==> src/rtl/uart_pkg.sv <==
// Shared UART definitions: parity selection, receiver state encoding and the
// parity helper. The transmitter uses this package too.
package uart_pkg;

  typedef enum logic [1:0] {
    PAR_NONE,
    PAR_EVEN,
    PAR_ODD
  } parity_e;

  typedef enum logic [2:0] {
    S_IDLE,
    S_START,
    S_DATA,
    S_PARITY,
    S_STOP,
    S_BRK_WAIT
  } rx_state_e;

  // Parity bit value a correct transmitter sends for the given data word.
  function automatic logic par_expect(input parity_e p, input logic [7:0] d);
    logic w_x;
    w_x = ^d;
    return (p == PAR_ODD) ? ~w_x : w_x;
  endfunction

endpackage

==> src/rtl/uart_sync2.sv <==
// Two-flop synchronizer for the asynchronous serial line; resets to the
// idle (high) level so reset release never looks like a start bit.
module uart_sync2 (
  input  logic clk,
  input  logic rst_n,
  input  logic d,
  output logic q
);

  logic r_s1;
  logic r_s2;

  always_ff @(posedge clk or negedge rst_n) begin
    if (!rst_n) begin
      r_s1 <= 1'b1;
      r_s2 <= 1'b1;
    end else begin
      r_s1 <= d;
      r_s2 <= r_s1;
    end
  end

  assign q = r_s2;

endmodule

==> src/rtl/uart_rx.sv <==
// UART receiver: mid-bit sampling FSM with a one-deep valid/ready output
// register, parity/frame error flags and an overrun pulse on dropped frames.
//
// state      | meaning
// S_IDLE     | line idle, waiting for rx_s low
// S_START    | half-bit wait, confirm start bit at its centre
// S_DATA     | sample DATA_BITS data bits, LSB first
// S_PARITY   | sample and check the parity bit
// S_STOP     | sample the stop bit, deliver or drop the frame
// S_BRK_WAIT | stop bit was low, wait for the line to return high
module uart_rx
  import uart_pkg::*;
#(
  parameter int      CLKS_PER_BIT = 16,
  parameter int      DATA_BITS    = 8,
  parameter parity_e PARITY       = PAR_NONE
) (
  input  logic                 clk,
  input  logic                 rst_n,
  input  logic                 rx,
  output logic [DATA_BITS-1:0] m_data,
  output logic                 m_valid,
  input  logic                 m_ready,
  output logic                 m_parity_err,
  output logic                 m_frame_err,
  output logic                 overrun,
  output logic                 busy
);

  localparam int            CW      = $clog2(CLKS_PER_BIT);
  localparam int            BW      = $clog2(DATA_BITS);
  localparam logic [CW-1:0] H_M1    = CW'(CLKS_PER_BIT / 2 - 1);
  localparam logic [CW-1:0] BIT_M1  = CW'(CLKS_PER_BIT - 1);
  localparam logic [BW-1:0] BITS_M1 = BW'(DATA_BITS - 1);

  logic                 w_rx_s;
  logic [7:0]           w_shift_pad;

  rx_state_e            r_state;
  logic [CW-1:0]        r_cnt;
  logic [BW-1:0]        r_bit;
  logic [DATA_BITS-1:0] r_shift;
  logic                 r_perr;
  logic [DATA_BITS-1:0] r_data;
  logic                 r_valid;
  logic                 r_perr_o;
  logic                 r_ferr_o;
  logic                 r_overrun;

  uart_sync2 u_sync (
    .clk   (clk),
    .rst_n (rst_n),
    .d     (rx),
    .q     (w_rx_s)
  );

  assign w_shift_pad = 8'(r_shift);

  always_ff @(posedge clk or negedge rst_n) begin
    if (!rst_n) begin
      r_state   <= S_IDLE;
      r_cnt     <= '0;
      r_bit     <= '0;
      r_shift   <= '0;
      r_perr    <= 1'b0;
      r_data    <= '0;
      r_valid   <= 1'b0;
      r_perr_o  <= 1'b0;
      r_ferr_o  <= 1'b0;
      r_overrun <= 1'b0;
    end else begin
      r_overrun <= 1'b0;
      if (r_valid && m_ready) r_valid <= 1'b0;

      case (r_state)
        S_IDLE: begin
          r_cnt <= '0;
          if (!w_rx_s) r_state <= S_START;
        end

        S_START: begin
          if (r_cnt == H_M1) begin
            r_cnt   <= '0;
            r_bit   <= '0;
            r_perr  <= 1'b0;
            r_state <= w_rx_s ? S_IDLE : S_DATA;
          end else begin
            r_cnt <= r_cnt + 1'b1;
          end
        end

        S_DATA: begin
          if (r_cnt == BIT_M1) begin
            r_cnt   <= '0;
            r_shift <= {w_rx_s, r_shift[DATA_BITS-1:1]};
            if (r_bit == BITS_M1) begin
              r_state <= (PARITY == PAR_NONE) ? S_STOP : S_PARITY;
            end else begin
              r_bit <= r_bit + 1'b1;
            end
          end else begin
            r_cnt <= r_cnt + 1'b1;
          end
        end

        S_PARITY: begin
          if (r_cnt == BIT_M1) begin
            r_cnt   <= '0;
            r_perr  <= (w_rx_s != par_expect(PARITY, w_shift_pad));
            r_state <= S_STOP;
          end else begin
            r_cnt <= r_cnt + 1'b1;
          end
        end

        S_STOP: begin
          if (r_cnt == BIT_M1) begin
            r_cnt <= '0;
            // A frame still waiting for the consumer wins; the new one is lost.
            if (!r_valid || m_ready) begin
              r_data   <= r_shift;
              r_perr_o <= r_perr;
              r_ferr_o <= ~w_rx_s;
              r_valid  <= 1'b1;
            end else begin
              r_overrun <= 1'b1;
            end
            r_state <= w_rx_s ? S_IDLE : S_BRK_WAIT;
          end else begin
            r_cnt <= r_cnt + 1'b1;
          end
        end

        S_BRK_WAIT: begin
          r_cnt <= '0;
          if (w_rx_s) r_state <= S_IDLE;
        end

        default: begin
          r_cnt   <= '0;
          r_state <= S_IDLE;
        end
      endcase
    end
  end

  assign m_data       = r_data;
  assign m_valid      = r_valid;
  assign m_parity_err = r_perr_o;
  assign m_frame_err  = r_ferr_o;
  assign overrun      = r_overrun;
  assign busy         = (r_state != S_IDLE);

endmodule

==> config.mk <==
export PLATFORM = sky130hd
export DESIGN_NAME = uart_rx
export DESIGN_NICKNAME = d
export VERILOG_FILES = /design/src/rtl/uart_pkg.sv /design/src/rtl/uart_sync2.sv /design/src/rtl/uart_rx.sv
export SDC_FILE = /design/constraint.sdc
export NUM_CORES = 1
export LEC_CHECK = 0
export ABC_AREA = 1
export BUFFER_PORTS_ARGS = -buffer_cell sky130_fd_sc_hd__clkbuf_2
export CAP_MARGIN = 20
export CORE_MARGIN = 3
export CORE_UTILIZATION = 51
export CTS_CLUSTER_SIZE = 40
export DETAILED_ROUTE_END_ITERATION = 6
export GPL_TIMING_DRIVEN = 1
export PLACE_DENSITY = 0.78
export SLEW_MARGIN = 30
export SYNTH_ARGS = -nofsm -noshare
export SYNTH_HDL_FRONTEND = slang
export SYNTH_SLANG_ARGS = --single-unit
export TNS_END_PERCENT = 50
==> constraint.sdc <==
create_clock -name clk -period 1.2 [get_ports clk]
set_input_delay 0.12 -clock clk [delete_from_list [all_inputs] [get_ports clk]]
set_output_delay 0.12 -clock clk [all_outputs]
set_load 0.1 [all_outputs]
* Word-level counts from Yosys, hierarchy flattened *
Cells that the tools add are included.

storage, ports and cells
  bits in registers = 33
  latch bits = 0
  memory bits (writable) = 0
  memory bits (read-only) = 0
  input port bits = 4
  word-level logic and storage cells = 73
  memories = 0

operators by class
  $add $sub $neg = 2
  multiply operators = 0
  divide/modulo/power cells = 0
  order comparisons = 0
  equal/unequal tests = 17
  shift operators = 0
  mux-type cells = 27
  bitwise gates (word level) = 1
  reduce and logical (&&, ||, !) cells = 14

operator list
  kind                   number
  $mux W3                11
  $pmux W3 S6            1
  $ne A2 B2 Y1 const B   7
  $eq A3 B3 Y1 const B   3
  $mux W1                9
  $mux W4                2
  $pmux W4 S2            1
  $reduce_xor A8 Y1      1
  $reduce_and A7 Y1      1
  $eq A3 B2 Y1 const B   2
  $pmux W3 S2            1
  $reduce_and A3 Y1      2
  $add A4 B1 Y4 const B  1
  $eq A4 B3 Y1 const B   1
  $eq A4 B4 Y1 const B   1
  $reduce_and A4 Y1      1
  $reduce_bool A2 Y1     2
  $add A3 B1 Y3 const B  1
  $eq A3 B1 Y1 const B   1
  $logic_not A3 Y1       1
  $reduce_bool A3 Y1     1
  $reduce_or A3 Y1       1
  $mux W2                1
  $ne A2 B1 Y1 const B   1
  other kinds (7)        7

* Longest topological paths before layout *
  word-level depth = 5
  depth in mapped cells = 9

* Hierarchy *
Synthesis repeated with hierarchy kept, for this count alone.

second synthesis, totals
  cells, all modules = 186
  area, all modules = 1640.3 um^2

by module, submodules not included
  module      instances  cells an instance  area an instance (um^2)  sequential area each (um^2)
  uart_rx     1          184                1587.8                   775.7
  uart_sync2  1          2                  52.6                     52.6

* Worst setup path before layout *
Ideal clock, no wire load.

  kind = register to register
  from = reg r_valid, in the netlist m_valid
  to = reg r_data[0], in the netlist m_data[0]
  setup time = 0.125 ns
  data arrival time = 1.476 ns
  data required time = 1.075 ns
  slack = -0.401 ns
  cell stages (with the launch flop) = 7
  buffers on the path = 1
  clock period less this slack = 1.601 ns
  cells stage by stage = dfrtp_1 inv_1 nor2_1 inv_1 nand3_1 buf_2 o21ai_1

on the way
  word-level cells in the longest chain between the ends = 3

ends and longest elaborated chain
  item                                RTL line        source
  start, declared                     uart_rx.sv:45   logic r_valid;
  start signal, assigned              uart_rx.sv:67   r_valid <= 1'b0;
  start signal, assigned              uart_rx.sv:73   if (r_valid && m_ready) r_valid <= 1'b0;
  start signal, assigned              uart_rx.sv:124  r_valid <= 1'b1;
  $logic_not A1 Y1                    uart_rx.sv:120  if (!r_valid || m_ready) begin
  $logic_or A1 B1 Y1                  uart_rx.sv:120
  $reduce_and A3 Y1 (no source line)  -
  end signal, assigned                uart_rx.sv:121  r_data <= r_shift;
  end, declared                       uart_rx.sv:44   logic [DATA_BITS-1:0] r_data;

Every way passes these cells.
A chain may end at the register's enable or synchronous reset.

* Worst setup path in the final report *
  from = reg r_state[0]
  to = out busy

on the way
  word-level cells in the longest chain between the ends = 1

ends and longest elaborated chain
  item                    RTL line        source
  start, declared         uart_rx.sv:39   rx_state_e r_state;
  start signal, assigned  uart_rx.sv:86   r_state <= w_rx_s ? S_IDLE : S_DATA;
  start signal, assigned  uart_rx.sv:97   r_state <= (PARITY == PAR_NONE) ? S_STOP : S_PARITY;
  start signal, assigned  uart_rx.sv:128  r_state <= w_rx_s ? S_IDLE : S_BRK_WAIT;
  $reduce_bool A3 Y1      uart_rx.sv:152  assign busy = (r_state != S_IDLE);
  end, declared           uart_rx.sv:27   output logic busy

Every way passes these cells.

==> flow_metrics.py <==
metrics = {
    "worst_setup_path": {
        "cp-end-kind": "output pin",
        "critPathRequiredTime_ns": 1.08,
        "worst_setup_path_start_kind": "flop",
        "reg2reg_from": "r_cnt[0]$_DFF_PN0_",
        "reg2reg_depth": 9,
        "ff2ff_setup_slack_ns": -0.26,
        "crit_arrival_ns": 1.39,
        "timing.rr.end": "r_perr$_DFFE_PN0P_",
        "crit_fanout": 2,
        "critPathKind": "reg -> out",
    },
    "grt": {
        "grt_pass1_vias": 1382,
        "grt_max_degree": 21,
        "antenna_found_initial": 0,
        "grt_first_pass_wirelength_mm": 6.272,
        "grt_overflow_total": 0,
        "grt.total_usage": 0.2354,
    },
    "final_layout": {
        "final_cell_mix": "nand2_1 (44), dfrtp_1 (29), buf_4 (20), nand2_2 (17), inv_1 (17)",
        "fill_cells": 140,
        "final_area_sq_um": 2432,
        "num-nets-final": 243,
        "area_growth_pct": 53.92,
        "drive_above_1_share": 0.4430,
        "n_antenna_cell": 0,
        "final_common_cell": "nand2_1",
        "finalCoreUtilization": 0.8526,
    },
    "routing": {
        "drc": 0,
        "via_per_inst": 5.858,
        "wl_mm": 5.007,
        "post_drt_wl_per_cell_um": 18.68,
        "firstDrtPassIters": 4,
        "drt_iter0_drc": 135,
        "detail-route-antenna-nets": 0,
        "vias": 1570,
    },
    "pwr": {
        "seqPwrFrac": 0.345,
        "switching_power_uw": 1378,
        "peakVddDrop_mv": 1.721,
        "p_comb_frac": 0.413,
        "p_total_uw": 3668,
        "power_frac_clock": 0.242,
        "switching_share": 0.3757,
        "p_int_uw": 2290,
        "power_density_nw_per_um2": 1508,
        "leakage_uw": 0.001137,
    },
    "sta": {
        "finalHoldViolations": 0,
        "finalSetupTns_ns": -5.469,
        "timing.hold.ws_ns": 0.1296,
        "relSlewSlack": 0.6932,
        "fin_crit_sh": 1.258,
        "finalSetupViolations": 30,
        "maxSlewViolCount": 0,
        "rsz0062_at_grt": "true",
        "post-route-min-period_ns": 1.509,
        "tightestPinTransition_ns": 0.4603,
        "skew_ns": 0.007880,
        "fmax_mhz": 662.6,
        "worst_slack_ns": -0.3091,
    },
    "logic_synthesis": {
        "synth_cell_types": 23,
        "syn_area_sq_um": 1580,
        "synth-seq-cells": 33,
        "syn_inst": 189,
        "yosysWarningCount": 0,
        "syn-num-nets": 196,
        "yosysSeqAreaShare": 0.5241,
        "syn_avg_cell_area_sq_um": 8.361,
    },
    "floorplanning": {
        "core_area_sq_um": 2853,
        "boundaryPins": 17,
        "fp.dieW_um": 61.67,
        "die_h_um": 61.67,
        "dieArea_sq_um": 3803,
        "row_count": 19,
        "start_util": 0.5539,
    },
    "clock_network": {
        "clockRootBuffer": "clkbuf_4",
        "cts_buffers": 5,
        "clock_sinks": 33,
        "clk_latency_ns": 0.36,
        "clockBufferDepth": 2,
        "tritoncts": "done",
        "cts_max_level": 2,
        "clk_pin_slew_ns": 0.09,
    },
    "placement": {
        "place.detailed.hpwl_mm": 2.536,
        "numPortBuffers": 16,
        "place_area_sq_um": 2013,
        "place.gp.congestion": 0.8840,
    },
    "hold_path": {
        "worstHoldPathCells": 4,
        "hp-start": "m_ready",
        "hold_class": "in -> reg",
        "hold_path_end": "overrun$_DFF_PN0_",
    },
    "job": {
        "maxCapViolCount": 0,
    },
    "status": {
        "status": "finished with violations",
        "violations": "setup timing",
    },
}
synthesized netlist by cell type (all sizes together):
cell    n  area (sq um)
nand4   4         25.02
nand2  66         262.8
ha      3         37.54
xnor2   1         8.760
a21oi   2         21.27
nand3  12         75.07
inv    25         93.84
o21ai  24         123.9
dfrtp  31         775.7
nor3    1         5.000
dfstp   2         52.55
nor2   14         70.07
buf     3         20.01
xor2    1         8.760
cells by family after synthesis:
| family | after synthesis | synth area share |
|---|---|---|
| buf+inv | 28 | 0.07204 |
| flops | 33 | 0.5241 |
| compound gates | 26 | 0.09185 |
| simple gates | 97 | 0.2771 |
| fa+ha+maj | 3 | 0.02376 |
| xor+xnor | 2 | 0.01109 |
power groups by stage:
stage / Clock [uW] / Combinational, uW / Sequential, uW
floorplan: 0 / 702 / 1290
global placement: 0 / 1030 / 1280
detailed placement: 0 / 1100 / 1290
CTS: 886 / 1340 / 1240
global route: 939 / 1590 / 1270
finish: 889 / 1510 / 1260
worst max-delay path: stages (launching register included):
cell,delay (ns)
dfrtp_2,0.44
nor2_4,0.12
inv_2,0.06
nor2_4,0.14
clkinvlp_4,0.11
buf_12,0.17
repair_timing:
action	in CTS	in global routing
pin swaps	7	9
gates cloned	1	1
hold buffers	2	0
endpoints found under the setup margin	30	31
endpoints found under the hold margin	16	0
setup buffers	8	4
gates resized for setup	21	32
registers in the layout (all words and copies together), names as in the netlist, 3 cells and up:
| signal | count |
|---|---|
| r_bit | 3 |
| r_cnt | 4 |
| m_data | 8 |
| r_shift | 8 |
| r_state | 3 |
final cells by class:
cell class	count	area (sq um)	area share
Clock buffer	7	55.05	0.02263
Sequential cell	33	833.3	0.3426
Inverter	25	107.6	0.04424
Timing Repair Buffer	42	525.5	0.2160
Tap cell	31	38.79	0.01595
Clock inverter	1	30.03	0.01235
Multi-Input combinational cell	129	842.1	0.3462
worst max path at each step:
stage / from / endpoint / slack (ns)
floorplan: r_cnt[0]$_DFF_PN0_ / m_data[0]$_DFFE_PN0P_ / -0.09
global placement: r_cnt[0]$_DFF_PN0_ / r_shift[5]$_DFFE_PN0P_ / -0.12
detailed placement: r_cnt[0]$_DFF_PN0_ / r_state[0]$_DFFE_PN0P_ / -0.21
CTS: r_state[1]$_DFFE_PN0P_ / busy / -0.29
global route: r_state[0]$_DFFE_PN0P_ / busy / -0.36
finish: r_state[0]$_DFFE_PN0P_ / busy / -0.31
stage by stage:
| stage | setup slack [ns] | std cells |
|---|---|---|
| after CTS | -0.2886 | 264 |
| after detailed placement | -0.2148 | 245 |
| after floorplan | -0.08682 | 189 |
| after global routing | -0.3554 | 268 |
| final | -0.3091 | 268 |
| after global placement | -0.1234 | 245 |
per-layer routing:
layer | up-vias | wire (um) | global-route usage
met5 | - | 0 | 0
met4 | 0 | 236 | 0.1364
met1 | 744 | 1812 | 0.2646
li1 | 698 | - | -
met3 | 24 | 377 | 0.09224
met2 | 104 | 2580 | 0.3782
Note: power is estimated with default switching activity, not from simulation.
